$ cat src/rtl/flash_pkg.sv
// Shared flash definitions: arbiter state encoding, SPI flash opcodes and
// default address/byte-count widths used by the arbiter and the controller.
package flash_pkg;

  localparam int unsigned DEF_ADDR_W = 24;
  localparam int unsigned DEF_NB_W   = 32;

  localparam logic [7:0] OP_READ_STATUS  = 8'h05;
  localparam logic [7:0] OP_WRITE_ENABLE = 8'h06;
  localparam logic [7:0] OP_PAGE_PROGRAM = 8'h02;
  localparam logic [7:0] OP_READ_DATA    = 8'h03;
  localparam logic [7:0] OP_SECTOR_ERASE = 8'h20;

  typedef enum logic [2:0] {
    ST_IDLE      = 3'd0,
    ST_ISSUE     = 3'd1,
    ST_WAIT_BUSY = 3'd2,
    ST_WAIT_DONE = 3'd3,
    ST_DONE      = 3'd4
  } arb_state_e;

endpackage

$ cat src/rtl/flash_req_arbiter_if.sv
// Requester and controller-facing signal bundle of flash_req_arbiter.
// master = requesters + controller status (drivers), slave = the arbiter.
interface flash_req_arbiter_if #(
  parameter int unsigned ADDR_W = 24,
  parameter int unsigned NB_W   = 32
);
  logic [1:0]        req;
  logic [1:0]        req_wr;
  logic [ADDR_W-1:0] req_addr0;
  logic [ADDR_W-1:0] req_addr1;
  logic [NB_W-1:0]   req_nb0;
  logic [NB_W-1:0]   req_nb1;
  logic [1:0]        gnt;
  logic [1:0]        done;
  logic [1:0]        err;
  logic              ctl_read;
  logic              ctl_write;
  logic [ADDR_W-1:0] ctl_addr;
  logic [7:0]        ctl_nb_read;
  logic [NB_W-1:0]   ctl_nb_write;
  logic              ctl_idle;

  modport master (
    output req, req_wr, req_addr0, req_addr1, req_nb0, req_nb1, ctl_idle,
    input  gnt, done, err, ctl_read, ctl_write, ctl_addr, ctl_nb_read, ctl_nb_write
  );

  modport slave (
    input  req, req_wr, req_addr0, req_addr1, req_nb0, req_nb1, ctl_idle,
    output gnt, done, err, ctl_read, ctl_write, ctl_addr, ctl_nb_read, ctl_nb_write
  );
endinterface

$ cat src/rtl/rr_arb2.sv
// Combinational two-requester round-robin pick; last_i is the index of the
// most recently granted port, so a tie goes to the other one.
module rr_arb2 (
  input  logic [1:0] req_i,
  input  logic       last_i,
  output logic [1:0] pick_o
);

  always_comb begin
    pick_o = 2'b00;
    case (req_i)
      2'b01:   pick_o = 2'b01;
      2'b10:   pick_o = 2'b10;
      2'b11:   pick_o = last_i ? 2'b01 : 2'b10;
      default: pick_o = 2'b00;
    endcase
  end

endmodule

$ cat src/rtl/flash_req_arbiter.sv
// Two-port round-robin arbiter/sequencer in front of the SPI flash controller.
// Optional watchdog enabled by defining FLASH_ARB_TIMEOUT_EN.
module flash_req_arbiter
  import flash_pkg::*;
#(
  parameter int unsigned ADDR_W         = DEF_ADDR_W,
  parameter int unsigned NB_W           = DEF_NB_W,
  parameter logic [27:0] TIMEOUT_CYCLES = 28'd100000000
) (
  input logic               clk,
  input logic               rst,
  flash_req_arbiter_if.slave bus
);

  arb_state_e        state_q, state_d;
  logic [1:0]        gnt_q, gnt_d;
  logic [1:0]        done_q, done_d;
  logic [1:0]        err_q, err_d;
  logic              last_q, last_d;
  logic              wr_q, wr_d;
  logic              read_q, read_d;
  logic              write_q, write_d;
  logic [ADDR_W-1:0] addr_q, addr_d;
  logic [7:0]        nbr_q, nbr_d;
  logic [NB_W-1:0]   nbw_q, nbw_d;
  logic [1:0]        pick;
  logic              timeout;

  rr_arb2 u_rr_arb2 (
    .req_i  (bus.req),
    .last_i (last_q),
    .pick_o (pick)
  );

`ifdef FLASH_ARB_TIMEOUT_EN
  logic [27:0] wd_q, wd_d;

  always_comb begin
    wd_d = wd_q;
    if (state_q == ST_ISSUE) begin
      wd_d = '0;
    end else if (state_q == ST_WAIT_BUSY || state_q == ST_WAIT_DONE) begin
      wd_d = wd_q + 28'd1;
    end
  end

  always_ff @(posedge clk) begin
    if (rst) wd_q <= '0;
    else     wd_q <= wd_d;
  end

  assign timeout = (state_q == ST_WAIT_BUSY || state_q == ST_WAIT_DONE) &&
                   (wd_q == TIMEOUT_CYCLES);
`else
  assign timeout = 1'b0;
`endif

  // Outputs are registered off the next-state decision, so done/err are high
  // exactly while the FSM sits in DONE and the start strobe follows ISSUE.
  always_comb begin
    state_d = state_q;
    gnt_d   = gnt_q;
    last_d  = last_q;
    wr_d    = wr_q;
    addr_d  = addr_q;
    nbr_d   = nbr_q;
    nbw_d   = nbw_q;
    read_d  = 1'b0;
    write_d = 1'b0;
    done_d  = 2'b00;
    err_d   = 2'b00;
    case (state_q)
      ST_IDLE: begin
        if (pick != 2'b00) begin
          gnt_d   = pick;
          last_d  = pick[1];
          wr_d    = pick[1] ? bus.req_wr[1] : bus.req_wr[0];
          addr_d  = pick[1] ? bus.req_addr1 : bus.req_addr0;
          nbr_d   = pick[1] ? bus.req_nb1[7:0] : bus.req_nb0[7:0];
          nbw_d   = pick[1] ? bus.req_nb1 : bus.req_nb0;
          state_d = ST_ISSUE;
        end
      end
      ST_ISSUE: begin
        read_d  = ~wr_q;
        write_d = wr_q;
        state_d = ST_WAIT_BUSY;
      end
      ST_WAIT_BUSY: begin
        if (timeout) begin
          done_d  = gnt_q;
          err_d   = gnt_q;
          state_d = ST_DONE;
        end else if (!bus.ctl_idle) begin
          state_d = ST_WAIT_DONE;
        end
      end
      ST_WAIT_DONE: begin
        if (timeout) begin
          done_d  = gnt_q;
          err_d   = gnt_q;
          state_d = ST_DONE;
        end else if (bus.ctl_idle) begin
          done_d  = gnt_q;
          state_d = ST_DONE;
        end
      end
      ST_DONE: begin
        gnt_d   = 2'b00;
        state_d = ST_IDLE;
      end
      default: state_d = ST_IDLE;
    endcase
  end

  always_ff @(posedge clk) begin
    if (rst) begin
      state_q <= ST_IDLE;
      gnt_q   <= 2'b00;
      done_q  <= 2'b00;
      err_q   <= 2'b00;
      last_q  <= 1'b1;
      wr_q    <= 1'b0;
      read_q  <= 1'b0;
      write_q <= 1'b0;
      addr_q  <= '0;
      nbr_q   <= '0;
      nbw_q   <= '0;
    end else begin
      state_q <= state_d;
      gnt_q   <= gnt_d;
      done_q  <= done_d;
      err_q   <= err_d;
      last_q  <= last_d;
      wr_q    <= wr_d;
      read_q  <= read_d;
      write_q <= write_d;
      addr_q  <= addr_d;
      nbr_q   <= nbr_d;
      nbw_q   <= nbw_d;
    end
  end

  assign bus.gnt          = gnt_q;
  assign bus.done         = done_q;
  assign bus.err          = err_q;
  assign bus.ctl_read     = read_q;
  assign bus.ctl_write    = write_q;
  assign bus.ctl_addr     = addr_q;
  assign bus.ctl_nb_read  = nbr_q;
  assign bus.ctl_nb_write = nbw_q;

endmodule

$ cat src/flat_wrapper.sv
// flat-port wrapper written by rule: the top's interface ports become plain ports
module flash_req_arbiter_flat import flash_pkg::*;
#(
  parameter int unsigned ADDR_W         = DEF_ADDR_W,
  parameter int unsigned NB_W           = DEF_NB_W,
  parameter logic [27:0] TIMEOUT_CYCLES = 28'd100000000
)
  (clk, rst, bus_req, bus_req_wr, bus_req_addr0, bus_req_addr1, bus_req_nb0, bus_req_nb1, bus_ctl_idle, bus_gnt, bus_done, bus_err, bus_ctl_read, bus_ctl_write, bus_ctl_addr, bus_ctl_nb_read, bus_ctl_nb_write);
  flash_req_arbiter_if #(.ADDR_W(ADDR_W), .NB_W(NB_W)) bus_i ();
  input logic clk;
  input logic rst;
  input wire logic [$bits(bus_i.req)-1:0] bus_req;
  input wire logic [$bits(bus_i.req_wr)-1:0] bus_req_wr;
  input wire logic [$bits(bus_i.req_addr0)-1:0] bus_req_addr0;
  input wire logic [$bits(bus_i.req_addr1)-1:0] bus_req_addr1;
  input wire logic [$bits(bus_i.req_nb0)-1:0] bus_req_nb0;
  input wire logic [$bits(bus_i.req_nb1)-1:0] bus_req_nb1;
  input wire logic [$bits(bus_i.ctl_idle)-1:0] bus_ctl_idle;
  output wire logic [$bits(bus_i.gnt)-1:0] bus_gnt;
  output wire logic [$bits(bus_i.done)-1:0] bus_done;
  output wire logic [$bits(bus_i.err)-1:0] bus_err;
  output wire logic [$bits(bus_i.ctl_read)-1:0] bus_ctl_read;
  output wire logic [$bits(bus_i.ctl_write)-1:0] bus_ctl_write;
  output wire logic [$bits(bus_i.ctl_addr)-1:0] bus_ctl_addr;
  output wire logic [$bits(bus_i.ctl_nb_read)-1:0] bus_ctl_nb_read;
  output wire logic [$bits(bus_i.ctl_nb_write)-1:0] bus_ctl_nb_write;
  assign bus_i.req = bus_req;
  assign bus_i.req_wr = bus_req_wr;
  assign bus_i.req_addr0 = bus_req_addr0;
  assign bus_i.req_addr1 = bus_req_addr1;
  assign bus_i.req_nb0 = bus_req_nb0;
  assign bus_i.req_nb1 = bus_req_nb1;
  assign bus_i.ctl_idle = bus_ctl_idle;
  assign bus_gnt = bus_i.gnt;
  assign bus_done = bus_i.done;
  assign bus_err = bus_i.err;
  assign bus_ctl_read = bus_i.ctl_read;
  assign bus_ctl_write = bus_i.ctl_write;
  assign bus_ctl_addr = bus_i.ctl_addr;
  assign bus_ctl_nb_read = bus_i.ctl_nb_read;
  assign bus_ctl_nb_write = bus_i.ctl_nb_write;
  flash_req_arbiter #(.ADDR_W(ADDR_W), .NB_W(NB_W), .TIMEOUT_CYCLES(TIMEOUT_CYCLES)) u_core (.clk(clk), .rst(rst), .bus(bus_i));
endmodule
$ cat config.mk
export PLATFORM = sky130hd
export DESIGN_NAME = flash_req_arbiter_flat
export DESIGN_NICKNAME = d
export VERILOG_FILES = /design/src/rtl/flash_pkg.sv /design/src/rtl/flash_req_arbiter_if.sv /design/src/rtl/rr_arb2.sv /design/src/rtl/flash_req_arbiter.sv /design/src/flat_wrapper.sv
export SDC_FILE = /design/constraint.sdc
export NUM_CORES = 1
export LEC_CHECK = 0
export BUFFER_PORTS_ARGS = -buffer_cell sky130_fd_sc_hd__buf_4
export CORE_ASPECT_RATIO = 1.75
export CORE_UTILIZATION = 45
export CTS_CLUSTER_SIZE = 28
export DETAILED_ROUTE_END_ITERATION = 12
export GPL_TIMING_DRIVEN = 0
export HOLD_SLACK_MARGIN = 0.1
export PLACE_DENSITY = 0.87
export SLEW_MARGIN = 30
export SYNTH_ARGS = -nofsm -noshare
export SYNTH_HDL_FRONTEND = slang
export SYNTH_SLANG_ARGS = --single-unit
$ cat constraint.sdc
create_clock -name clk -period 3.95 [get_ports clk]
set_clock_uncertainty 0.2 [all_clocks]
set_input_delay 0.395 -clock clk [delete_from_list [all_inputs] [get_ports clk]]
set_output_delay 0.395 -clock clk [all_outputs]
set_load 0.03 [all_outputs]
# Yosys cells after proc, flatten, opt, wreduce, memory -nomap -nowiden
# Cells that the tools add are included.
# word_totals
ff_bits	75
latchBits	0
ram_bits	0
rom_bits	0
n_memories	0
# classes
n_addsub	0
mul	0
n_div	0
order_cmp	0
n_eq_ne	10
shift	0
muxes	12
bitwise_logic	4
n_reduce_logical	8
# op_table
operator	count
two-way mux 32 bit	1
two-way mux 24 bit	1
one-hot mux 3 bit (4 select lines)	1
two-way mux 3 bit	3
two-way mux 8 bit	1
equality test 3 x 2 -> 1 bit, second input constant	2
one-hot mux 2 bit (3 select lines)	1
equality test 2 bit, second input constant	2
two-way mux 2 bit	2
!= test 2 bit, second input constant	2
inverter 1 bit	4
one-hot mux 2 bit (2 select lines)	1
AND reduction 2 bit	2
nonzero test 2 bit	2
equality test 3 x 1 -> 1 bit, second input constant	1
equality test 3 bit, second input constant	1
zero test 3 bit	1
AND reduction 3 bit	1
OR reduction 3 bit	1
equality test 2 x 1 -> 1 bit, second input constant	1
!= test 2 x 1 -> 1 bit, second input constant	1
OR reduction 2 bit	1
two-way mux 1 bit	1

# Longest topological paths before layout
# Gate-level depths: netlist of run 1.
# logic_depth
word_depth	5
mapped_depth	6
mapped_depth_nobuf	3

# Modules after synthesis
# Synthesis of run 1 repeated with hierarchy kept, for this count alone.
# hier_totals
cells_unflattened	310
area_unflattened_um2	3196.8
# modules_own_cells
mod	n_inst	cells_each	area_per_inst_um2
flash_req_arbiter	1	307	3178.0
rr_arb2	1	3	18.8

# Worst setup path after synthesis of run 1
# No wires, ideal clock.
# synth_path
path_kind	in2reg
startpoint	in rst
endpoint	reg u_core.wr_q
setup_time_ps	122
arrival_ps	1512
required_ps	3628
slack_ps	2116
path_stages	6
path_cell_list	buf_2 -> nor2_1 -> and4_1 -> buf_2 -> buf_1 -> a221o_1
# synth_rtl
element	line	text
from (decl)	flat_wrapper.sv:11	input logic rst;
to (signal assigned)	flash_req_arbiter.sv:135	wr_q <= wr_d;
to (decl)	flash_req_arbiter.sv:20	logic wr_q, wr_d;

==> run_results.csv, run 1 <==
group,metric,value,unit
cells_and_area,syn2layout_area_growth,78.9,%
floorplan,core,5970,um^2
cells_and_area,drive_gt1_share,38.4,%
yosys,ys_seq_area_share,47.2,%
sta,min_period,2.47,ns
routing,drtIter0Drc,303,
place,numPortBuffers,186,
yosys,synth_area,2840,um^2
yosys,ys_seq_elements,67,
sta,fin_crit_sh,62.5,%
sta,worstMarginPinSlew,0.515,ns
floorplan,die_h,107,um
clock_tree,cts_hold_buf,58,
routing,antenna_left,0,
power_and_ir_drop,power.total,0.00202,W
yosys,synth_compound_area_share,21.7,%
yosys,synth-edff-count,0,
yosys,yosysUniqueCellTypes,24,
clock_tree,cts.reportedPaths.clkPinSlew,0.07,ns
routing,dr.pass1.iters,7,
critical_path,end_kind,"flop",
yosys,async_flop_share,0,%
grt,grt_usage,37.0,%
yosys,synth_adder_area_share,0,%
flow_run,cap_violations,0,
yosys,yosys.area.top_type,"dfxtp_1",
sta,finalSetupViolations,0,
cells_and_area,final_nets,688,
power_and_ir_drop,powerDensity,397,nW/um^2
critical_path,crit_fanout,10,
clock_tree,h-tree-depth,3,
critical_path,path_cells,"dlygate4sd3_1 > buf_2 > nor2_1 > and4_1 > buf_2 > buf_1 > a221o_1",
clock_tree,cts_sinks,67,
yosys,yosys.area.top_type_share,47.2,%
sta,setup_tns,0,ns
floorplan,std_cell_rows,37,
floorplan,start_util,47.5,%
sta,drv_slew,0,
sta,relSlewSlack,65.7,%
critical_path,cpPeakStageDelay,0.53,ns
routing,routed_wl,11800,um
place,hpwl,7270,um
cells_and_area,fillers,334,
floorplan,dieArea,6640,um^2
floorplan,ios,191,
clock_tree,cts.root.buffer_cell,"clkbuf_8",
cells_and_area,n_antenna_cell,0,
critical_path,crit_required,4.03,ns
critical_path,rr_startpoint,"u_core.state_q[2]",
clock_tree,cts_tree,"done",
clock_tree,post_cts.repair.setup_buffers,0,
yosys,avgSynthCellArea,9.07,um^2
critical_path,critPathLaunch,"rst",
grt,grt-ovfl-total,0,
critical_path,slowest_stage,"dlygate4sd3_1",
sta,fmax,405,MHz
critical_path,r2r-end,"u_core.bus.ctl_nb_write[12]",
critical_path,cpMostUsedCell,"buf_2",
critical_path,ff2ff_setup_slack,1.81,ns
worst_hold_path,hold_class,"input port to flop",
grt,grt_pass1_vias,3700,
yosys,synth_xor_area_share,0,%
sta,rsz0062_at_grt,"false",
clock_tree,post_cts_resized,0,
routing,num_vias,3680,
grt,grt_start_max_net_pins,11,
clock_tree,cts_buffers,9,
clock_tree,cts_max_path_buffers,2,
critical_path,crit_end,"u_core.bus.ctl_nb_write[12]",
grt,grt_pass1_wl,18200,um
clock_tree,clock_latency,0.34,ns
routing,viasPerCell,5.65,
yosys,synthMuxAreaShare,0,%
routing,post_drt_wl_per_cell,18.1,um
critical_path,worstPathArrival,2.55,ns
grt,antenna_found_initial,0,
cells_and_area,fin_util,85.0,%
yosys,synth_top_family_by_area,"simple AND/OR/NAND/NOR gates",
floorplan,die_w,62.0,um
sta,hold_violations,0,
power_and_ir_drop,ir_worst_vdd,0.305,mV
routing,remaining_drc_errors,0,
yosys,synthTopCellsByCount,"dfxtp_1 (67), nand2_1 (60), nor3_1 (59), a221o_1 (58), clkbuf_1 (18)",
yosys,yosys.area_share.simple,22.4,%
place,gp_congestion,0.914,
critical_path,ff2ff_path_depth,5,
yosys,netlist_instances,313,
run_status,status,"finished clean",
yosys,post-synth-top-count-cell,"dfxtp_1",
critical_path,startpoint_type,"input port",
yosys,synth_ff_type,"dfxtp_1",
yosys,ys_top_cells_by_area,"dfxtp_1 (47%), a221o_1 (20%), nor3_1 (10%), nand2_1 (7.9%), buf_4 (2.9%)",
critical_path,critical_path_class,"input port to flop",
power_and_ir_drop,p_leak,2.39,nW
yosys,yosys_warnings,0,
==> per-layer routing <==
| metal | GRT usage, % | part of all wire [%] | vias to the layer above |
|---|---|---|---|
| li1 | - | - | 1675 |
| met1 | 39.3 | 36 | 1724 |
| met2 | 63.0 | 52 | 229 |
| met3 | 8.56 | 7.1 | 52 |
| met4 | 21.4 | 4.8 | 0 |
| met5 | 0 | 0 | - |
==> worst max-delay path, delay by kind of cell <==
family	cells	cell delay (ns)
compound gates	1	0.24
buf+inv	4	1.38
simple gates	2	0.53
==> cell usage in the layout (no fill, tap or decap), drive strengths merged <==
cell and instances:
a21oi 4, nor2b 2, and2 1, a221o 58
nand3 1, conb 2, dlygate4sd3 58, and4 1
nor4 1, buf 212, nor3 60, nor3b 1
nor2 4, clkbuf 31, clkinv 1, nand3b 1
or4 1, o31ai 2, or2 1, dfxtp 67
and3 3, nand2 60, clkinvlp 1
==> kinds of logic after synthesis <==
kind of cell,after synthesis
DFF,67
other,1
and+or+nand+nor,137
buffers and inverters,44
AOI/OAI and AO/OA,64
==> registers in the layout, summed over array words and instances (netlist names) <==
register	count
u_core.last_q	1
u_core.wr_q	1
u_core.bus.ctl_read	1
u_core.bus.ctl_write	1
u_core.bus.done	2
u_core.bus.ctl_addr	24
u_core.bus.ctl_nb_write	32
u_core.bus.gnt	2
u_core.state_q	3
==> how the worst min path moves through the flow <==
| stage | to | start | depth (start not counted) |
|---|---|---|---|
| 2_1_floorplan | u_core.bus.ctl_read | u_core.wr_q | 1 |
| 3_3_place_gp | u_core.bus.ctl_read | u_core.wr_q | 1 |
| 3_5_place_dp | u_core.bus.ctl_read | u_core.wr_q | 1 |
| 4_1_cts | u_core.bus.gnt[1] | bus_req[1] | 3 |
| 5_1_grt | u_core.bus.gnt[1] | bus_req[1] | 3 |
| 6_report | u_core.state_q[0] | bus_ctl_idle | 4 |
==> metrics by stage <==
step	area, um^2	hold WS, ns	std cells	setup slack (ns)
after floorplan	2840	0.214	314	2.12
after global placement	4340	0.247	578	1.70
after detailed placement	4340	0.251	578	1.70
after CTS	5080	0.152	651	1.50
after global routing	5080	0.187	651	1.40
final	5080	0.174	651	1.48
==> where the power goes <==
| part | internal (W) | total, W | switching [W] |
|---|---|---|---|
| Clock | 0.000241 | 0.000498 | 0.000256 |
| Sequential | 0.000757 | 0.000812 | 0.0000550 |
| Combinational | 0.000324 | 0.000707 | 0.000383 |
| Total | 0.00132 | 0.00202 | 0.000694 |
==> area by class of cell <==
class | instances | area [um^2] | share of cell area, %
Tap cell | 78 | 97.6 | 1.92
Sequential cell | 67 | 1340 | 26.4
Buffer | 44 | 243 | 4.78
Multi-Input combinational cell | 203 | 1260 | 24.8
Clock buffer | 13 | 149 | 2.93
Clock inverter | 2 | 12.5 | 0.246
Timing Repair Buffer | 244 | 1980 | 38.9
Power figures use the tool's default switching activity.
==> run 2, diff against run 1 <==
--- a/config.mk
+++ b/config.mk
@@ -5,14 +5,15 @@
 export SDC_FILE = /design/constraint.sdc
 export NUM_CORES = 1
 export LEC_CHECK = 0
+export ABC_AREA = 1
 export BUFFER_PORTS_ARGS = -buffer_cell sky130_fd_sc_hd__buf_4
 export CORE_ASPECT_RATIO = 1.75
-export CORE_UTILIZATION = 45
+export CORE_UTILIZATION = 44
 export CTS_CLUSTER_SIZE = 28
 export DETAILED_ROUTE_END_ITERATION = 12
 export GPL_TIMING_DRIVEN = 0
 export HOLD_SLACK_MARGIN = 0.1
-export PLACE_DENSITY = 0.87
+export PLACE_DENSITY = 0.81
 export SLEW_MARGIN = 30
 export SYNTH_ARGS = -nofsm -noshare
 export SYNTH_HDL_FRONTEND = slang
==> constraint.sdc (replaced) <==
create_clock -name clk -period 2.3 [get_ports clk]
set_clock_uncertainty 0.2 [all_clocks]
set_input_delay 0.23 -clock clk [delete_from_list [all_inputs] [get_ports clk]]
set_output_delay 0.23 -clock clk [all_outputs]
set_load 0.03 [all_outputs]
==> run 2 against run 1 <==
Compared with the run above:
- clock power grew to 2.9 times the previous value
- critical path depth is the same
- first-iteration DRC count grew 26%
- critical endpoint is now u_core.bus.ctl_nb_write[4]
- largest cell class unchanged
- highest routed layer unchanged
==> run_results.csv, run 2 <==
group,metric,value,unit
yosys,yosysUniqueCellTypes,18,
place,place_area,4810,um^2
place,gp_congestion,0.852,
clock_tree,cts_buffers,9,
cells_and_area,final_nets,936,
routing,num_vias,4795,
sta,rsz0062_at_grt,"false",
floorplan,ios,191,
clock_tree,h-tree-depth,3,
grt,grt-ovfl-total,0,
routing,antenna_left,0,
critical_path,startpoint_type,"flop",
flow_run,cap_violations,0,
sta,finalSetupViolations,0,
yosys,ys_seq_elements,67,
power_and_ir_drop,powerDensity,771,nW/um^2
cells_and_area,mostFrequentLayoutCell,"nand2_1",
grt,grt_pass1_wl,21800,um
yosys,yosys.area.top_type_share,40.7,%
floorplan,dieArea,7860,um^2
clock_tree,cts_tree,"done",
yosys,ys_seq_area_share,40.7,%
yosys,avgSynthCellArea,6.52,um^2
clock_tree,cts.root.buffer_cell,"clkbuf_16",
power_and_ir_drop,ir_worst_vdd,0.761,mV
yosys,synth_ff_type,"dfxtp_1",
grt,grt_start_max_net_pins,11,
routing,routed_wl,14500,um
cells_and_area,layout_common_cells,"nand2_1 (240), buf_4 (200), dlygate4sd3_1 (113)",
sta,holdWs,0.126,ns
clock_tree,cts_sinks,67,
yosys,synth-edff-count,0,
worst_hold_path,hold_class,"input port to flop",
cells_and_area,n_antenna_cell,0,
yosys,synth_area,3300,um^2
routing,dr.pass1.iters,6,
sta,fin_crit_sh,91.3,%
clock_tree,post_cts.repair.setup_buffers,0,
routing,remaining_drc_errors,0,
place,numPortBuffers,186,
floorplan,std_cell_rows,41,
worst_hold_path,hold_path_depth,5,
power_and_ir_drop,p_leak,3.15,nW
grt,grt_usage,37.0,%
critical_path,end_kind,"flop",
run_status,status,"finished clean",
floorplan,die_h,117,um
grt,grt_pass1_vias,4798,
yosys,post-synth-top-count-cell,"nand2_1",
routing,viasPerCell,5.29,
clock_tree,cts_max_path_buffers,2,
sta,hold_violations,0,
sta,min_period,2.10,ns
critical_path,crit_required,2.35,ns
yosys,synthTopCellsByCount,"nand2_1 (240), dfxtp_1 (67), nand3_1 (65), a21oi_1 (59), buf_2 (15)",
cells_and_area,drive_gt1_share,29.8,%
place,hpwl,8200,um
critical_path,worstPathArrival,2.15,ns
floorplan,die_w,67.5,um
yosys,async_flop_share,0,%
critical_path,critical_path_class,"flop to flop",
yosys,netlist_instances,506,
yosys,ys_top_cells_by_area,"dfxtp_1 (41%), nand2_1 (27%), nand3_1 (9.9%), a21oi_1 (8.9%), buf_4 (3.2%)",
cells_and_area,design_area,6250,um^2
clock_tree,clock_latency,0.33,ns
sta,fmax,476,MHz
floorplan,core,7230,um^2
sta,setup_tns,0,ns
yosys,yosys.area.top_type,"dfxtp_1",
clock_tree,cts.reportedPaths.clkPinSlew,0.05,ns
routing,post_drt_wl_per_cell,16.0,um
sta,drv_slew,0,
critical_path,ff2ff_path_depth,7,
yosys,yosys_warnings,0,
grt,antenna_found_initial,0,
routing,drtIter0Drc,382,
cells_and_area,syn2layout_area_growth,89.6,%
cells_and_area,largest_register_ffs,32,
floorplan,start_util,45.6,%
critical_path,crit_fanout,10,
## run 2: kinds of logic after synthesis
group / Yosys count / share of synthesized area, %
buf+inv: 57 / 10.2
flops: 67 / 40.7
other cells: 1 / 0.114
simple gates: 322 / 40.0
compound gates: 59 / 8.95
## run 2: power by group
group          total [W]  leakage, nW  internal, W  switching [W]
logic            0.00196         2.44     0.000852        0.00110
registers        0.00144        0.550      0.00133       0.000110
clock network    0.00142        0.155     0.000951       0.000473
## run 2: final timing paths
path	startpoint	endpoint	slack (ns)
max reg2reg	u_core.last_q	u_core.bus.ctl_nb_write[4]	0.20
min reg2reg	u_core.wr_q	u_core.bus.ctl_read	0.25
min	bus_req_nb1[28]	u_core.bus.ctl_nb_write[28]	0.13
max	u_core.last_q	u_core.bus.ctl_nb_write[4]	0.20
## run 2: area by class of cell
class	instances	area, um^2
Timing Repair Buffer	299	2530
Multi-Input combinational cell	383	1620
Sequential cell	67	1340
Fill cell	380	978
Buffer	48	307
Clock buffer	14	284
Tap cell	86	108
Inverter	9	33.8
Clock inverter	1	30.0
## run 2: per-stage QoR
stage	util (%)	instances	setup WS (ns)	power, W
detailed placement	66.5	779	0.689	0.00309
floorplan	-	507	0.962	0.00248
CTS	86.4	907	0.259	0.00474
global route	86.5	907	0.0743	0.00502
global placement	66.5	779	0.728	0.00306
finish	86.5	907	0.200	0.00482
## run 2: critical path, cell delays in order, from the launching register on
cell	delay, ns
dfxtp_1	0.32
nand2_2	0.11
clkbuf_1	0.37
nand3_1	0.20
nand2_1	0.12
dlygate4sd3_1	0.55
nand2_1	0.05
a21oi_1	0.12
## run 2: timing repair
action | in CTS | in global routing
hold buffers | 113 | 0
endpoints found under the hold margin | 62 | 0
resized for setup | 0 | 4
endpoints found under the setup margin | 0 | 2
## run 2: layer usage
metal	up-vias	share of wire (%)	GRT usage, %
li1	2218	-	-
met1	2217	33	34.4
met2	278	54	67.3
met3	82	7.0	8.69
met4	0	5.7	26.7
met5	-	0	0
==> run 3, diff against run 2 <==
--- a/config.mk
+++ b/config.mk
@@ -7,13 +7,15 @@
 export LEC_CHECK = 0
 export ABC_AREA = 1
 export BUFFER_PORTS_ARGS = -buffer_cell sky130_fd_sc_hd__buf_4
+export CELL_PAD_IN_SITES_DETAIL_PLACEMENT = 0
+export CELL_PAD_IN_SITES_GLOBAL_PLACEMENT = 2
 export CORE_ASPECT_RATIO = 1.75
-export CORE_UTILIZATION = 44
+export CORE_UTILIZATION = 21
 export CTS_CLUSTER_SIZE = 28
 export DETAILED_ROUTE_END_ITERATION = 12
 export GPL_TIMING_DRIVEN = 0
 export HOLD_SLACK_MARGIN = 0.1
-export PLACE_DENSITY = 0.81
+export PLACE_DENSITY = 0.8
 export SLEW_MARGIN = 30
 export SYNTH_ARGS = -nofsm -noshare
 export SYNTH_HDL_FRONTEND = slang
==> run 3 against run 2 <==
Compared with the run above:
- critical path depth rose by 2
- first-iteration DRC count is 70% lower
- cell area rose by 2.2%
- fmax up 0.63%
- via count is 8.8% lower
- die area up 110%
- total power increased by 0.36%
- cell count increased by 11%
==> run_results.csv, run 3 (synthesized netlist as in run 2, its figures left out) <==
group,metric,value,unit
cells_and_area,syn2layout_area_growth,93.8,%
critical_path,crit_required,2.35,ns
grt,grt_pass1_wl,21400,um
critical_path,ff2ff_path_depth,9,
run_status,status,"finished clean",
cells_and_area,final_nets,936,
cells_and_area,drive_gt1_share,29.7,%
routing,routed_wl,13400,um
floorplan,ios,191,
sta,min_period,2.09,ns
grt,grt-ovfl-total,0,
critical_path,path_cells,"nand2_2 > nand2_2 > buf_4 > buf_6 > nand2_1 > nand2_1 > dlygate4sd3_1 > nand2_1 > a21oi_1",
grt,grt_usage,16.6,%
critical_path,crit_family,"buffers and inverters",
floorplan,core,15400,um^2
cells_and_area,layout_common_cells,"nand2_1 (240), buf_4 (200), dlygate4sd3_1 (113)",
sta,drv_slew,0,
power_and_ir_drop,powerDensity,757,nW/um^2
critical_path,end_kind,"flop",
worst_hold_path,hold_path_depth,3,
floorplan,std_cell_rows,60,
grt,grt_pass1_vias,4421,
sta,rsz0062_at_grt,"false",
grt,grt_start_max_net_pins,12,
cells_and_area,largest_register_ffs,32,
sta,setup_tns,0,ns
clock_tree,cts_tree,"done",
place,gp_congestion,0.791,
sta,hold_violations,0,
critical_path,crit_fanout,10,
sta,worstMarginPinSlew,0.545,ns
routing,drtIter0Drc,114,
clock_tree,post_cts.repair.setup_buffers,0,
cells_and_area,fin_util,41.6,%
critical_path,critical_path_class,"flop to flop",
routing,remaining_drc_errors,0,
critical_path,cpMostUsedCell,"nand2_1",
clock_tree,cts.reportedPaths.clkPinSlew,0.06,ns
floorplan,die_h,168,um
floorplan,start_util,21.4,%
critical_path,cpPeakStageDelay,0.56,ns
power_and_ir_drop,p_leak,3.15,nW
floorplan,die_w,96.8,um
clock_tree,clock_latency,0.33,ns
power_and_ir_drop,sequentialPowerShare,29.7,%
power_and_ir_drop,power_frac_comb,39.2,%
worst_hold_path,hold_class,"input port to flop",
routing,post_drt_wl_per_cell,13.2,um
critical_path,slowest_stage,"dlygate4sd3_1",
floorplan,dieArea,16200,um^2
cells_and_area,regArea,1340,um^2
cells_and_area,multi_input_area,1620,um^2
critical_path,crit_cells,9,
routing,dr.pass1.iters,4,
power_and_ir_drop,ir_worst_vdd,0.390,mV
critical_path,worstPathArrival,2.14,ns
place,numPortBuffers,186,
critical_path,ff2ff_setup_slack,0.21,ns
sta,relSlewSlack,63.6,%
clock_tree,cts_buffers,9,
critical_path,startpoint_type,"flop",
critical_path,critPathBufInv,3,
cells_and_area,mostFrequentLayoutCell,"nand2_1",
place,hpwl,9950,um
grt,antenna_found_initial,0,
clock_tree,cts_max_path_buffers,2,
routing,antenna_left,0,
cells_and_area,fillers,1602,
power_and_ir_drop,p_int,0.00319,W
clock_tree,cts.root.buffer_cell,"clkbuf_16",
power_and_ir_drop,p_sw,0.00165,W
power_and_ir_drop,switching_share,34.1,%
routing,num_vias,4372,
cells_and_area,n_antenna_cell,0,
flow_run,cap_violations,0,
sta,fin_crit_sh,90.7,%
routing,viasPerCell,4.34,
clock_tree,cts_sinks,67,
clock_tree,h-tree-depth,3,
sta,fmax,479,MHz
sta,finalSetupViolations,0,
power_and_ir_drop,p_clk_share,31.1,%
==> run 3: final cells by class <==
cell class	count	share of cell area [%]
buffer	48	4.79
clock buffer	12	4.01
clock inverter	4	1.13
inverter	9	0.528
multi-input combinational	383	25.4
sequential	67	21.0
tap	186	3.64
timing repair buffer	299	39.5
==> run 3: worst paths after layout <==
path	start	to
worst max-delay path	u_core.last_q	u_core.bus.ctl_addr[5]
worst min-delay path	rst	u_core.last_q
worst max register to register	u_core.last_q	u_core.bus.ctl_addr[5]
worst min register to register	u_core.wr_q	u_core.bus.ctl_write
==> run 3: power groups by stage <==
stage | registers, W | clock network, W | logic [W]
5_1_grt | 0.00146 | 0.00160 | 0.00208
6_report | 0.00144 | 0.00151 | 0.00190
3_5_place_dp | 0.00146 | 0 | 0.00169
3_3_place_gp | 0.00146 | 0 | 0.00167
2_1_floorplan | 0.00174 | 0 | 0.000736
4_1_cts | 0.00144 | 0.00155 | 0.00192
==> run 3: per-layer routing <==
metal	vias up	share of wire (%)	global-route usage, %
met5	-	0	0
li1	2219	-	-
met2	145	56	32.5
met1	1979	36	16.3
met3	29	4.1	2.03
met4	0	4.0	9.47
==> run 3: worst min-delay path, stage by stage <==
cell and delay, ns:
buf_2 0.16, inv_1 0.12, nand3_1 0.09
==> run 3: metrics by stage <==
| step | setup slack, ns | power (W) | instance area, um^2 | instances | hold WS (ns) |
|---|---|---|---|---|---|
| 2_1_floorplan | 0.962 | 0.00248 | 3300 | 507 | 0.202 |
| 3_3_place_gp | 0.649 | 0.00313 | 4930 | 879 | 0.227 |
| 3_5_place_dp | 0.578 | 0.00315 | 4930 | 879 | 0.237 |
| 4_1_cts | 0.196 | 0.00491 | 6390 | 1008 | 0.111 |
| 5_1_grt | 0.0297 | 0.00513 | 6390 | 1008 | 0.132 |
| 6_report | 0.214 | 0.00484 | 6390 | 1008 | 0.109 |
==> run 3: repair_timing <==
action,in CTS,in global routing
resized for setup,0,1
hold buffers,113,0
hold endpoints to repair,61,0
endpoints found under the setup margin,0,1
